$ cat config.mk
export PLATFORM = sky130hd
export DESIGN_NAME = gpio_irq_flat
export DESIGN_NICKNAME = d
export VERILOG_FILES = /design/src/rtl/gpio_irq_if.sv /design/src/rtl/gpio_irq.sv /design/src/flat_wrapper.sv
export SDC_FILE = /design/constraint.sdc
export NUM_CORES = 1
export LEC_CHECK = 0
export CAP_MARGIN = 15
export CELL_PAD_IN_SITES_DETAIL_PLACEMENT = 0
export CELL_PAD_IN_SITES_GLOBAL_PLACEMENT = 2
export CORE_UTILIZATION = 30
export DETAILED_ROUTE_END_ITERATION = 8
export PLACE_DENSITY_LB_ADDON = 0.15
export SKIP_CTS_REPAIR_TIMING = 1
export SYNTH_ARGS = -nofsm -noshare
export SYNTH_HDL_FRONTEND = slang
export SYNTH_SLANG_ARGS = --single-unit
$ cat constraint.sdc
create_clock -name Clk -period 3 [get_ports Clk]
set_clock_uncertainty 0.1 [all_clocks]
set_input_delay 0.3 -clock Clk [delete_from_list [all_inputs] [get_ports Clk]]
set_output_delay 0.3 -clock Clk [all_outputs]
set_load 0.01 [all_outputs]
$ cat src/rtl/gpio_irq_if.sv
`default_nettype none
// ============================================================================
//  Module      : gpio_irq_if
//  Description : Register bus between a host and the GPIO interrupt block.
//  Revision    : 1.0
// ============================================================================
interface gpio_irq_if;
    logic [3:0]  Addr;
    logic [15:0] DataRd;
    logic [15:0] DataWr;
    logic        En;
    logic        Rd;
    logic        Wr;

    modport master (
        output Addr,
        output DataWr,
        output En,
        output Rd,
        output Wr,
        input  DataRd
    );

    modport slave (
        input  Addr,
        input  DataWr,
        input  En,
        input  Rd,
        input  Wr,
        output DataRd
    );
endinterface
`default_nettype wire

$ cat src/rtl/gpio_irq.sv
`default_nettype none
// ============================================================================
//  Module      : gpio_irq
//  Description : Synchronised, glitch-filtered GPIO edge detector raising a
//                maskable interrupt, with a small register file.
//  Revision    : 1.0
// ============================================================================
module gpio_irq #(
    parameter int NUM_GPIO = 16,
    parameter int FILT_CNT = 3
) (
    input  logic                Clk,
    input  logic                Reset,
    gpio_irq_if.slave           bus,
    input  logic [NUM_GPIO-1:0] P,
    output logic                Irq
);

    localparam logic [0:0] c_ST_WARMUP = 1'b0;
    localparam logic [0:0] c_ST_RUN    = 1'b1;
    localparam logic [1:0] c_WARM_LAST = 2'd2;
    localparam logic [3:0] c_FILT      = 4'(FILT_CNT);

    localparam logic [3:0] c_A_RISE = 4'd0;
    localparam logic [3:0] c_A_FALL = 4'd1;
    localparam logic [3:0] c_A_PEND = 4'd2;
    localparam logic [3:0] c_A_MASK = 4'd3;
    localparam logic [3:0] c_A_FLT  = 4'd4;
    localparam logic [3:0] c_A_S2   = 4'd5;

    logic [0:0]          r_state;
    logic [0:0]          w_state_nxt;
    logic [1:0]          r_wcnt;
    logic [1:0]          w_wcnt_nxt;
    logic                w_warm;

    logic [NUM_GPIO-1:0] r_s1;
    logic [NUM_GPIO-1:0] r_s2;
    logic [NUM_GPIO-1:0] r_flt;
    logic [3:0]          r_cnt [NUM_GPIO];

    logic [NUM_GPIO-1:0] r_rise_en;
    logic [NUM_GPIO-1:0] r_fall_en;
    logic [NUM_GPIO-1:0] r_pend;
    logic [NUM_GPIO-1:0] r_mask;

    logic [NUM_GPIO-1:0] w_accept;
    logic [NUM_GPIO-1:0] w_set;
    logic [NUM_GPIO-1:0] w_clr;
    logic [NUM_GPIO-1:0] w_wdata;
    logic                w_wr;
    logic [15:0]         w_rd;

    // ---------------- controller: state register ----------------
    always_ff @(posedge Clk) begin
        if (!Reset) begin
            r_state <= c_ST_WARMUP;
            r_wcnt  <= 2'd0;
        end else begin
            r_state <= w_state_nxt;
            r_wcnt  <= w_wcnt_nxt;
        end
    end

    // ---------------- controller: next state ----------------
    always_comb begin
        w_state_nxt = r_state;
        w_wcnt_nxt  = r_wcnt;
        case (r_state)
            c_ST_WARMUP: begin
                if (r_wcnt == c_WARM_LAST) begin
                    w_state_nxt = c_ST_RUN;
                    w_wcnt_nxt  = 2'd0;
                end else begin
                    w_wcnt_nxt  = r_wcnt + 2'd1;
                end
            end
            default: w_state_nxt = c_ST_RUN;
        endcase
    end

    // ---------------- controller: outputs ----------------
    always_comb begin
        w_warm = (r_state == c_ST_WARMUP);
    end

    // Warm-up lets Flt track the synchronizer so pins high at reset release
    // never look like an edge.
    always_ff @(posedge Clk) begin
        if (!Reset) begin
            r_s1  <= '0;
            r_s2  <= '0;
            r_flt <= '0;
            for (int i = 0; i < NUM_GPIO; i++) begin
                r_cnt[i] <= 4'd0;
            end
        end else begin
            r_s1 <= P;
            r_s2 <= r_s1;
            for (int i = 0; i < NUM_GPIO; i++) begin
                if (w_warm || (r_s2[i] == r_flt[i])) begin
                    r_flt[i] <= r_s2[i];
                    r_cnt[i] <= 4'd0;
                end else if (r_cnt[i] == c_FILT) begin
                    r_flt[i] <= r_s2[i];
                    r_cnt[i] <= 4'd0;
                end else begin
                    r_cnt[i] <= r_cnt[i] + 4'd1;
                end
            end
        end
    end

    always_comb begin
        w_accept = '0;
        for (int i = 0; i < NUM_GPIO; i++) begin
            w_accept[i] = !w_warm && (r_s2[i] != r_flt[i]) && (r_cnt[i] == c_FILT);
        end
    end

    assign w_set   = (w_accept & r_s2 & r_rise_en) | (w_accept & ~r_s2 & r_fall_en);
    assign w_wr    = bus.En && bus.Wr;
    assign w_wdata = bus.DataWr[NUM_GPIO-1:0];
    assign w_clr   = (w_wr && (bus.Addr == c_A_PEND)) ? w_wdata : '0;

    // A new event overrides a simultaneous write-1-to-clear.
    always_ff @(posedge Clk) begin
        if (!Reset) begin
            r_rise_en <= '0;
            r_fall_en <= '0;
            r_pend    <= '0;
            r_mask    <= '0;
        end else begin
            if (w_wr) begin
                case (bus.Addr)
                    c_A_RISE: r_rise_en <= w_wdata;
                    c_A_FALL: r_fall_en <= w_wdata;
                    c_A_MASK: r_mask    <= w_wdata;
                    default:  ;
                endcase
            end
            r_pend <= (r_pend & ~w_clr) | w_set;
        end
    end

    always_comb begin
        w_rd = 16'd0;
        if (bus.En && bus.Rd) begin
            case (bus.Addr)
                c_A_RISE: w_rd = 16'(r_rise_en);
                c_A_FALL: w_rd = 16'(r_fall_en);
                c_A_PEND: w_rd = 16'(r_pend);
                c_A_MASK: w_rd = 16'(r_mask);
                c_A_FLT:  w_rd = 16'(r_flt);
                c_A_S2:   w_rd = 16'(r_s2);
                default:  w_rd = 16'd0;
            endcase
        end
    end

    assign bus.DataRd = w_rd;
    assign Irq        = |(r_pend & r_mask);

endmodule
`default_nettype wire

$ cat src/flat_wrapper.sv
// flat-port wrapper written by rule: the top's interface ports become plain ports
module gpio_irq_flat 
#(
    parameter int NUM_GPIO = 16,
    parameter int FILT_CNT = 3
)
  (Clk, Reset, P, Irq, bus_Addr, bus_DataWr, bus_En, bus_Rd, bus_Wr, bus_DataRd);
  gpio_irq_if bus_i ();
  input  logic Clk;
  input  logic Reset;
  input  logic [NUM_GPIO-1:0] P;
  output logic Irq;
  input wire logic [$bits(bus_i.Addr)-1:0] bus_Addr;
  input wire logic [$bits(bus_i.DataWr)-1:0] bus_DataWr;
  input wire logic [$bits(bus_i.En)-1:0] bus_En;
  input wire logic [$bits(bus_i.Rd)-1:0] bus_Rd;
  input wire logic [$bits(bus_i.Wr)-1:0] bus_Wr;
  output wire logic [$bits(bus_i.DataRd)-1:0] bus_DataRd;
  assign bus_i.Addr = bus_Addr;
  assign bus_i.DataWr = bus_DataWr;
  assign bus_i.En = bus_En;
  assign bus_i.Rd = bus_Rd;
  assign bus_i.Wr = bus_Wr;
  assign bus_DataRd = bus_i.DataRd;
  gpio_irq #(.NUM_GPIO(NUM_GPIO), .FILT_CNT(FILT_CNT)) u_core (.Clk(Clk), .Reset(Reset), .bus(bus_i), .P(P), .Irq(Irq));
endmodule
* Word-level counts from Yosys, hierarchy flattened
Memory sizes are Yosys's and may differ from the RTL's.
Cells that the tools add are included.
Widths: inputs -> output; s select.
** Storage, ports and cells
- Bits in registers :: 115
- Memory bits (writable) :: 64
- Output and inout bits :: 17
- Word-level logic and storage cells :: 490
- Memories :: 1
** Memories
- u_core.r_cnt :: words 16, bits a word 4, rd ports 16, clocked after memory_dff 0, wr ports 16, RTL line gpio_irq.sv:40 : logic [3:0] r_cnt [NUM_GPIO];
** Cells by class
- Add/subtract/negate cells :: 17
- Equality and inequality tests :: 54
- Multiplexer cells :: 263
- Bitwise gates (word level) :: 59
- Reductions and logical operators :: 72
** Operators with widths (number)
- $mux 1 :: 211
- $mux 4 :: 48
- $and 16x16->16 :: 6
- $pmux 16 s6 :: 1
- $eq 4x2->1 const B :: 18
- $add 4x1->4 const B :: 16
- $or 1x1->1 :: 48
- $logic_and 1x1->1 :: 35
- $mux 16 :: 2
- $not 16->16 :: 2
- $or 16x16->16 :: 2
- $reduce_bool 2->1 :: 16
- $eq 1x1->1 :: 16
- $logic_or 1x1->1 :: 16
- $ne 1x1->1 :: 16
- $reduce_or 16->1 :: 1
- $eq 4x3->1 const B :: 2
- $reduce_and 2->1 :: 3
- $eq 4x1->1 const B :: 1
- $logic_not 4->1 :: 1
- $add 2x1->2 const B :: 1
- $eq 2x2->1 const B :: 1
- $mux 2 :: 1
- $not 1->1 :: 1

* Depth between registers and ports, before layout
Gate-level depths: netlist of the first run.
- Word-level depth :: 8
- Depth in mapped cells :: 8
- Gate-level depth less buffers :: 5

* Worst setup path before layout of the first run
OpenSTA, ideal clock, no wires.
- Path kind :: input to output
- From :: in bus_Addr[0]
- To :: out bus_DataRd[12]
- Data arrival time :: 1550 ps
- Required time :: 2600 ps
- Path slack :: 1050 ps
- Cell stages on the path :: 5
- Path buffers :: 2
- Cells stage by stage :: buf_2 -> buf_1 -> mux2_2 -> a222oi_1 -> a21oi_1
** On the way
- Longest elaborated chain between the ends :: 3
- Elaborated cells between the ends (all ways) :: 8
- Classes of those cells :: eq/ne: 5; mux: 2; reduce/logical: 1
** RTL lines
- start: declaration :: RTL line flat_wrapper.sv:13 : input wire logic [$bits(bus_i.Addr)-1:0] bus_Addr;
- $eq 4x3->1 (tied with other cells) :: RTL line gpio_irq.sv:149 : case (bus.Addr)
- $pmux 16 s6 * :: RTL line gpio_irq.sv:149
- $mux 16 * :: RTL line gpio_irq.sv:148 : if (bus.En && bus.Rd) begin
- end: declaration :: RTL line flat_wrapper.sv:18 : output wire logic [$bits(bus_i.DataRd)-1:0] bus_DataRd;
Every way passes the cells marked *; elsewhere a longest branch is shown, timed or not.

* Worst setup path in the final report of the first run
- From :: in bus_Addr[3]
- To :: out bus_DataRd[0]
Same word-level chain as after synthesis.

==> results of run 1 <==
per-layer routing:
layer,track usage [%],vias to the layer above
met5,0,-
li1,-,3152
met4,3.91,0
met1,21.2,2961
met3,2.69,10
met2,27.5,79
worst reg2reg max path, cell delays in order (launching register included):
cell and delay, ns:
dfxtp_1 0.67, inv_1 0.49, a211o_1 0.42, a21boi_1 0.12
flip-flops by register name (all words and copies together), names as in the netlist:
name,flops
u_core.r_s1,16
u_core.r_wcnt,2
u_core.r_flt,16
u_core.r_mask,16
u_core.r_rise_en,16
u_core.r_pend,16
u_core.r_cnt,64
u_core.r_fall_en,16
u_core.r_s2,16
u_core.r_state,1
cells in the mapped netlist (6+ instances only):
master | count | area, um^2
or3b_2 | 16 | 140
mux2_2 | 10 | 113
a31oi_1 | 6 | 37.5
a21boi_1 | 33 | 248
and3_1 | 8 | 50.1
mux2i_1 | 22 | 220
inv_1 | 17 | 63.8
dfxtp_1 | 115 | 2300
o21ai_0 | 9 | 45.0
a22o_1 | 7 | 61.3
o21a_1 | 12 | 90.1
buf_2 | 9 | 45.0
a22oi_1 | 19 | 143
clkbuf_1 | 28 | 105
ha_1 | 16 | 200
nand3_1 | 50 | 250
edfxtp_1 | 64 | 1920
a21boi_0 | 30 | 225
a21oi_1 | 11 | 55.1
nor2b_1 | 18 | 113
nor2_1 | 75 | 282
a211oi_1 | 9 | 67.6
nand2_1 | 112 | 420
nand3b_1 | 26 | 195
and2_1 | 33 | 206
a221oi_1 | 10 | 87.6
xor2_1 | 32 | 280
xnor2_1 | 16 | 140
through the flow:
| step | std cells | area, um^2 |
|---|---|---|
| floorplan | 905 | 8600 |
| global placement | 1320 | 9710 |
| detailed placement | 1320 | 9710 |
| CTS | 1352 | 10300 |
| global route | 1352 | 10400 |
| finish | 1352 | 10400 |
how the worst max path moves through the flow:
stage                     end  slack (ns)  cells past startpoint
3_3_place_gp    bus_DataRd[0]        0.02                      7
4_1_cts         bus_DataRd[0]       -0.04                      7
3_5_place_dp    bus_DataRd[0]       -0.01                      7
2_1_floorplan  bus_DataRd[12]        1.05                      5
5_1_grt         bus_DataRd[0]        0.05                      6
6_report        bus_DataRd[0]        0.14                      7
area by class of cell:
| cell class | count | area (um^2) |
|---|---|---|
| clock buffers | 20 | 457 |
| repair buffers | 86 | 842 |
| well taps | 372 | 465 |
| fillers | 2794 | 16800 |
| multi-input cells | 666 | 4130 |
| flip-flops and latches | 179 | 4220 |
| inverters | 17 | 63.8 |
| clock inverters | 12 | 168 |
cells in the final DEF (no fill, tap or decap), types with 6 or more instances in the layout:
cell type / instances
or3b_2: 16
a22oi_1: 19
xnor2_1: 16
clkdlybuf4s50_1: 55
ha_1: 16
a211oi_1: 9
a221oi_1: 10
nor2b_1: 18
mux2_2: 10
buf_4: 25
and2_1: 33
inv_1: 17
and3_1: 8
conb_1: 64
clkbuf_16: 17
nand3_1: 50
o21ai_0: 9
dfxtp_1: 115
a31oi_1: 6
nand3b_1: 26
nor2_1: 74
a21boi_1: 33
a21boi_0: 30
edfxtp_1: 64
nand2_1: 112
xor2_1: 32
o21a_1: 12
mux2i_1: 22
a21oi_1: 11
a22o_1: 7
logic make-up after synthesis:
kind of cell	count (synthesis)	synth area share [%]
other	1	0.0449
AND/OR/NAND/NOR	351	21.2
adder cells (fa/ha/maj)	16	2.39
AO/OA/AOI/OAI	155	13.7
multiplexers	32	3.98
XOR/XNOR	48	5.03
buffers and inverters	60	3.05
flip-flops	179	50.5
power by group:
group | leakage (uW) | switching (uW) | internal [uW]
clock network | 0.000302 | 1020 | 1370
registers | 0.00160 | 62.4 | 2580
logic | 0.00181 | 183 | 157
==> results.json, run 1 <==
{
  "grt_pass1_vias": 6168,
  "hold_path_class": "in -> reg",
  "reg2reg_from": "u_core.r_state",
  "ys.flop_type": "dfxtp_1",
  "syn_area_um2": 8360,
  "cp_common_cell": "clkdlybuf4s50_1",
  "holdPathEnd": "u_core.r_pend[2]",
  "synth_seq_area_share_pct": 50.5,
  "drive_gt1_share_pct": 9.49,
  "cts_buffers": 17,
  "syn_inst": 842,
  "grt-ovfl-total": 0,
  "dp_hpwl_mm": 15.1,
  "hp-start": "Reset",
  "port-buffer-count": 57,
  "clk_path_buf_depth": 2,
  "dr.pass1.iters": 5,
  "regToRegEndpoint": "u_core.r_pend[9]",
  "initial_utilization_pct": 30.8,
  "fin_total_pwr_uw": 5380,
  "core_um2": 27200,
  "ys.warnings.count": 0,
  "die_width_um": 169,
  "place_congestion": 0.721,
  "grt_pass1_wl_mm": 34.9,
  "worstPathCellList": "clkdlybuf4s50_1, nor2_2, and2_0, buf_4, a22oi_1, a31oi_1, clkdlybuf4s50_1",
  "power_density_nw_per_um2": 519,
  "num_rows": 60,
  "outcome": "finished clean",
  "critPathMaxFanout": 7,
  "yosysUniqueCellTypes": 47,
  "setup_viol": 0,
  "drtAntennaViolNets": 0,
  "tritoncts": "done",
  "final_nets": 1024,
  "route.vias.total": 6202,
  "cts.htree.levels": 4,
  "drc": 0,
  "synth_edf_count": 64,
  "via_per_inst": 4.59,
  "period_needed_ns": 2.86,
  "syn_avg_cell_area_um2": 9.93,
  "path_delay_family": "buffers and inverters",
  "post-place-ws_ns": -0.00988,
  "hold_slack_ns": 0.184,
  "synth_async_sr_flop_share_pct": 0,
  "die_h_um": 169,
  "grt_max_degree": 49,
  "drv_slew": 0,
  "cp-start-kind": "primary input",
  "tightest_slew_ns": 0.687,
  "maxCapViolCount": 0,
  "ir_drop_v": 0.000270,
  "cts_root_buf": "clkbuf_16",
  "routedWlPerCell_um": 16.1,
  "highest_layer": "met4",
  "track_usage_pct": 16.2,
  "end_kind": "primary output",
  "cts_sinks": 179,
  "critPathSlowestCell": "clkdlybuf4s50_1",
  "timing.final.crit_share_pct": 95.2,
  "holdPathStages": 2,
  "route.layer.met1.wl_mm": 10.5,
  "cp-startpoint": "bus_Addr[3]",
  "final_hold_viol_count": 0,
  "leakage_uw": 0.00371,
  "relSlewSlack_pct": 54.1,
  "dr_wl_met3_um": 534,
  "wl_met2_mm": 10.6,
  "rr_worst_depth": 3,
  "worst_slack_ns": 0.143,
  "cpPeakStageDelay_ns": 0.61,
  "io_pins": 58,
  "setup_tns_ns": 0,
  "finalWirelength_mm": 21.8,
  "rsz0062_at_grt": "false",
  "drt_first_iter_violations": 366,
  "clk_pin_slew_ns": 0.07,
  "areaGrowthSynthToFinish_pct": 23.8,
  "ys_ff_latch": 179,
  "required_ns": 2.60,
  "crit_type": "in -> out",
  "fmax_mhz": 350,
  "diodes": 0,
  "arrival_ns": 2.46,
  "final_core_util_pct": 38.1,
  "cp.buffers_inverters": 3,
  "dieArea_um2": 28500,
  "reg2reg_slack_ns": 1.14,
  "antenna_found_initial": 0,
  "clock_latency_ns": 0.43
}
Note: power is estimated with default switching activity, not from simulation.
==> inputs of run 2 (changes only) <==
--- a/config.mk
+++ b/config.mk
@@ -8,7 +8,7 @@
 export CAP_MARGIN = 15
 export CELL_PAD_IN_SITES_DETAIL_PLACEMENT = 0
 export CELL_PAD_IN_SITES_GLOBAL_PLACEMENT = 2
-export CORE_UTILIZATION = 30
+export CORE_UTILIZATION = 41
 export DETAILED_ROUTE_END_ITERATION = 8
 export PLACE_DENSITY_LB_ADDON = 0.15
 export SKIP_CTS_REPAIR_TIMING = 1
==> run 2 against run 1 <==
Against the previous run:
- hold slack improved by 0.024 ns
- sequential share of layout area up 0.83 points
- routed wire length shrank 6.6%
- clock power shrank 7%
- largest cell class unchanged
- sequential power is essentially flat
- global-route usage increased by 4.4 points
- highest routed layer unchanged
- register-to-register slack better by 0.14 ns
==> results.json, run 2 (synthesized netlist as in run 1, its figures left out) <==
{
  "final_core_util_pct": 51.4,
  "largest_register_ffs": 64,
  "initial_utilization_pct": 42.4,
  "die_h_um": 145,
  "ir_drop_v": 0.000383,
  "power_density_nw_per_um2": 514,
  "top_register": "u_core.r_cnt",
  "dieArea_um2": 21000,
  "cts_sinks": 179,
  "drc": 0,
  "grt-ovfl-total": 0,
  "antenna_found_initial": 0,
  "timing.final.crit_share_pct": 95.4,
  "tritoncts": "done",
  "tightest_slew_ns": 0.680,
  "clk_pin_slew_ns": 0.07,
  "clkPwrFrac_pct": 42.8,
  "grt_max_degree": 78,
  "final_common_cell": "dfxtp_1",
  "layout_common_cells": "dfxtp_1, nand2_1, nor2_1",
  "drive_gt1_share_pct": 8.92,
  "core_um2": 19700,
  "worstPathCellList": "clkdlybuf4s50_1, buf_12, and4bb_1, buf_12, a222oi_1, a21oi_1, clkdlybuf4s50_1",
  "outcome": "finished clean",
  "switching_share_pct": 23.6,
  "cts_buffers": 17,
  "via_per_inst": 5.10,
  "clock_latency_ns": 0.43,
  "cp.buffers_inverters": 4,
  "drt_first_iter_violations": 318,
  "p_seq_share_pct": 50.7,
  "track_usage_pct": 20.6,
  "dp.cells": 1208,
  "critPathMaxFanout": 17,
  "port-buffer-count": 57,
  "nFillCells": 1848,
  "grt_pass1_vias": 6161,
  "areaGrowthSynthToFinish_pct": 21.3,
  "fin_cells": 1240,
  "grt_pass1_wl_mm": 32.2,
  "place_congestion": 0.820,
  "setup_tns_ns": 0,
  "p_int_uw": 3980,
  "required_ns": 2.60,
  "end_kind": "primary output",
  "finalWirelength_mm": 20.4,
  "switchingPower_uw": 1230,
  "relSlewSlack_pct": 54.6,
  "arrival_ns": 2.46,
  "drv_slew": 0,
  "period_needed_ns": 2.86,
  "hold_path_class": "in -> reg",
  "dr.pass1.iters": 6,
  "cpPeakStageDelay_ns": 0.51,
  "maxCapViolCount": 0,
  "dp_hpwl_mm": 14.3,
  "die_width_um": 145,
  "num_rows": 51,
  "power_frac_comb_pct": 6.5,
  "fmax_mhz": 349,
  "cts.htree.levels": 4,
  "final_hold_viol_count": 0,
  "cts_root_buf": "clkbuf_16",
  "route.vias.total": 6325,
  "path_delay_family": "buffers and inverters",
  "io_pins": 58,
  "final_nets": 1019,
  "setup_viol": 0,
  "cp-start-kind": "primary input",
  "rsz0062_at_grt": "false",
  "crit_type": "in -> out",
  "critPathSlowestCell": "clkdlybuf4s50_1",
  "leakage_uw": 0.00366,
  "drtAntennaViolNets": 0,
  "diodes": 0,
  "clk_path_buf_depth": 2,
  "routedWlPerCell_um": 16.4
}
[run 2: cell types whose count changed in the layout (fill, tap and decap cells not counted)]
cell,previous run,this run
clkbuf_1,1,2
nor2_2,1,0
nor2_1,74,75
buf_6,1,0
and3_2,0,1
clkinv_4,4,2
clkinvlp_4,1,2
clkbuf_8,2,0
and3_1,8,7
buf_12,4,5
inv_8,0,1
clkinv_2,0,2
buf_4,25,20
bufinv_16,3,2
[run 2: worst paths after layout]
check / slack [ns] / end / start / cells after the start
setup / recovery: 0.14 / bus_DataRd[4] / bus_Addr[2] / 7
hold / removal: 0.21 / u_core.r_pend[11] / Reset / 2
setup reg to reg: 1.28 / u_core.r_cnt[0][14] / u_core.r_state / 5
hold reg to reg: 0.33 / u_core.r_s2[11] / u_core.r_s1[11] / 1
[run 2: cell type report]
| cell class | instances | area (um^2) | share of cell area [%] |
|---|---|---|---|
| clock buffers | 19 | 433 | 4.27 |
| clock inverters | 13 | 149 | 1.47 |
| inverters | 17 | 63.8 | 0.629 |
| multi-input cells | 666 | 4130 | 40.7 |
| flip-flops and latches | 179 | 4220 | 41.6 |
| well taps | 265 | 332 | 3.27 |
| repair buffers | 81 | 813 | 8.02 |
[run 2: power by group through the flow]
stage          clock network [uW]  registers [uW]  logic, uW
3_3_place_gp                    0            2690        329
2_1_floorplan                   0            2680        199
4_1_cts                      2290            2640        340
6_report                     2230            2640        338
3_5_place_dp                    0            2690        338
5_1_grt                      2390            2650        377
[run 2: layer usage]
metal  GRT usage, %  share of wire, %  vias up
met5              0                 0        -
met4           7.48               1.9        0
met3           4.18               4.0       26
met2           35.3                49      133
met1           25.3                45     3036
li1               -                 -     3130
[run 2: through the flow]
| stage | setup slack (ns) | instance area (um^2) | total power (uW) | hold WS (ns) |
|---|---|---|---|---|
| detailed placement | 0.0840 | 9550 | 3030 | 0.318 |
| floorplan | 1.05 | 8600 | 2870 | 0.312 |
| CTS | 0.0774 | 10100 | 5270 | 0.198 |
| global placement | 0.105 | 9550 | 3020 | 0.317 |
| finish | 0.138 | 10100 | 5210 | 0.208 |
| global route | 0.0424 | 10100 | 5410 | 0.223 |
==> inputs of run 3 (changes only) <==
--- a/config.mk
+++ b/config.mk
@@ -6,12 +6,14 @@
 export NUM_CORES = 1
 export LEC_CHECK = 0
 export CAP_MARGIN = 15
-export CELL_PAD_IN_SITES_DETAIL_PLACEMENT = 0
-export CELL_PAD_IN_SITES_GLOBAL_PLACEMENT = 2
-export CORE_UTILIZATION = 41
+export CELL_PAD_IN_SITES_DETAIL_PLACEMENT = 1
+export CELL_PAD_IN_SITES_GLOBAL_PLACEMENT = 1
+export CORE_MARGIN = 2
+export CORE_UTILIZATION = 45
 export DETAILED_ROUTE_END_ITERATION = 8
 export PLACE_DENSITY_LB_ADDON = 0.15
 export SKIP_CTS_REPAIR_TIMING = 1
+export SLEW_MARGIN = 20
 export SYNTH_ARGS = -nofsm -noshare
 export SYNTH_HDL_FRONTEND = slang
 export SYNTH_SLANG_ARGS = --single-unit
==> run 3 against run 2 <==
Against the previous run:
- non-clock buffer count is 4 higher
- final cell count down 2.6%
- routed wire length up 12%
- via count rose by 3.9%
- register-to-register slack lost 0.28 ns
- sequential cell count is the same
- maximum frequency increased by 1.6%
- sequential power hardly changed
- clock power up 3%
- sequential share of layout area about the same
- hold slack got worse by 0.040 ns
- largest cell class unchanged
- highest routed layer unchanged
==> results.json, run 3 (synthesized netlist as in run 1, its figures left out) <==
{
  "setup_viol": 0,
  "tightest_slew_ns": 0.858,
  "cp-startpoint": "bus_Addr[2]",
  "num_rows": 49,
  "grt_pass1_wl_mm": 37.6,
  "port-buffer-count": 57,
  "dpl-instance-area_um2": 9510,
  "post-route-cell-area_um2": 10100,
  "routedWlPerCell_um": 19.0,
  "setup_tns_ns": 0,
  "final_hold_viol_count": 0,
  "hp-start": "Reset",
  "period_needed_ns": 2.82,
  "top_register": "u_core.r_cnt",
  "cp-start-kind": "primary input",
  "via_per_inst": 5.44,
  "end_kind": "primary output",
  "final_common_cell": "dfxtp_1",
  "drive_gt1_share_pct": 9.19,
  "drv_slew": 0,
  "antenna_found_initial": 0,
  "place_congestion": 0.817,
  "fmax_mhz": 355,
  "crit_type": "in -> out",
  "io_pins": 58,
  "hold_path_class": "in -> reg",
  "arrival_ns": 2.42,
  "outcome": "finished clean",
  "critPathMaxFanout": 15,
  "nFillCells": 2023,
  "maxCapViolCount": 0,
  "dp_hpwl_mm": 16.2,
  "cts_root_buf": "clkbuf_16",
  "grt_max_degree": 95,
  "dr.pass1.iters": 7,
  "route.vias.total": 6573,
  "power_density_nw_per_um2": 521,
  "drt_first_iter_violations": 311,
  "core_um2": 18100,
  "drtAntennaViolNets": 0,
  "rsz0062_at_grt": "false",
  "grt_pass1_vias": 7309,
  "cts.htree.levels": 4,
  "reg2reg_from": "u_core.r_state",
  "dieArea_um2": 19700,
  "largest_register_ffs": 64,
  "tritoncts": "done",
  "layout_common_cells": "dfxtp_1, nand2_1, nor2_1",
  "diodes": 0,
  "timing.final.crit_share_pct": 93.9,
  "die_width_um": 140,
  "final_nets": 1023,
  "clk_path_buf_depth": 2,
  "relSlewSlack_pct": 42.8,
  "areaGrowthSynthToFinish_pct": 21.3,
  "clk_pin_slew_ns": 0.06,
  "ir_drop_v": 0.000381,
  "grt-ovfl-total": 0,
  "clock_latency_ns": 0.43,
  "track_usage_pct": 24.2,
  "leakage_uw": 0.00370,
  "die_h_um": 140,
  "initial_utilization_pct": 46.2,
  "cts_sinks": 179,
  "finalWirelength_mm": 22.9,
  "cts_buffers": 17,
  "drc": 0,
  "required_ns": 2.60,
  "final_core_util_pct": 56.0
}
-- run 3: path summary, 6_finish.rpt --
| kind | end | slack [ns] | cells after the start |
|---|---|---|---|
| max | bus_DataRd[1] | 0.18 | 7 |
| min | u_core.r_pend[12] | 0.17 | 2 |
| max reg2reg | u_core.r_cnt[0][28] | 1.00 | 5 |
| min reg2reg | u_core.r_s2[10] | 0.33 | 1 |
-- run 3: stage by stage --
| stage | total power (uW) | hold WS (ns) | setup WS [ns] | cells |
|---|---|---|---|---|
| after floorplan | 2870 | 0.312 | 1.05 | 905 |
| after global placement | 3020 | 0.316 | 0.0936 | 1176 |
| after detailed placement | 3040 | 0.320 | 0.0240 | 1176 |
| after CTS | 5320 | 0.144 | 0.0145 | 1208 |
| after global routing | 5470 | 0.166 | 0.0334 | 1208 |
| final | 5290 | 0.167 | 0.183 | 1208 |
-- run 3: area by class of cell --
type	instances	area, um^2	share of cell area [%]
Multi-Input combinational cell	666	4140	40.8
Clock inverter	12	156	1.54
Tap cell	229	287	2.83
Timing Repair Buffer	85	823	8.12
Clock buffer	20	447	4.41
Sequential cell	179	4220	41.7
Inverter	17	63.8	0.629
-- run 3: per-layer routing --
metal / share of wire [%] / global-route usage, % / up-vias / wire length, um
met5: 0 / 0 / - / 0
li1: - / - / 3149 / -
met1: 43 / 29.0 / 3271 / 9820
met3: 3.7 / 4.24 / 34 / 853
met2: 51 / 43.1 / 119 / 11800
met4: 2.1 / 9.89 / 0 / 482
-- run 3: power breakdown --
group / total [uW] / switching [uW] / internal [uW]
Clock: 2290 / 953 / 1340
Combinational: 354 / 197 / 157
Sequential: 2640 / 61.3 / 2580
-- run 3: worst max-delay path, stage by stage --
cell	delay, ns
clkdlybuf4s50_1	0.45
buf_4	0.17
nor4b_2	0.25
buf_4	0.30
a22oi_1	0.11
a31oi_1	0.23
clkdlybuf4s50_1	0.59
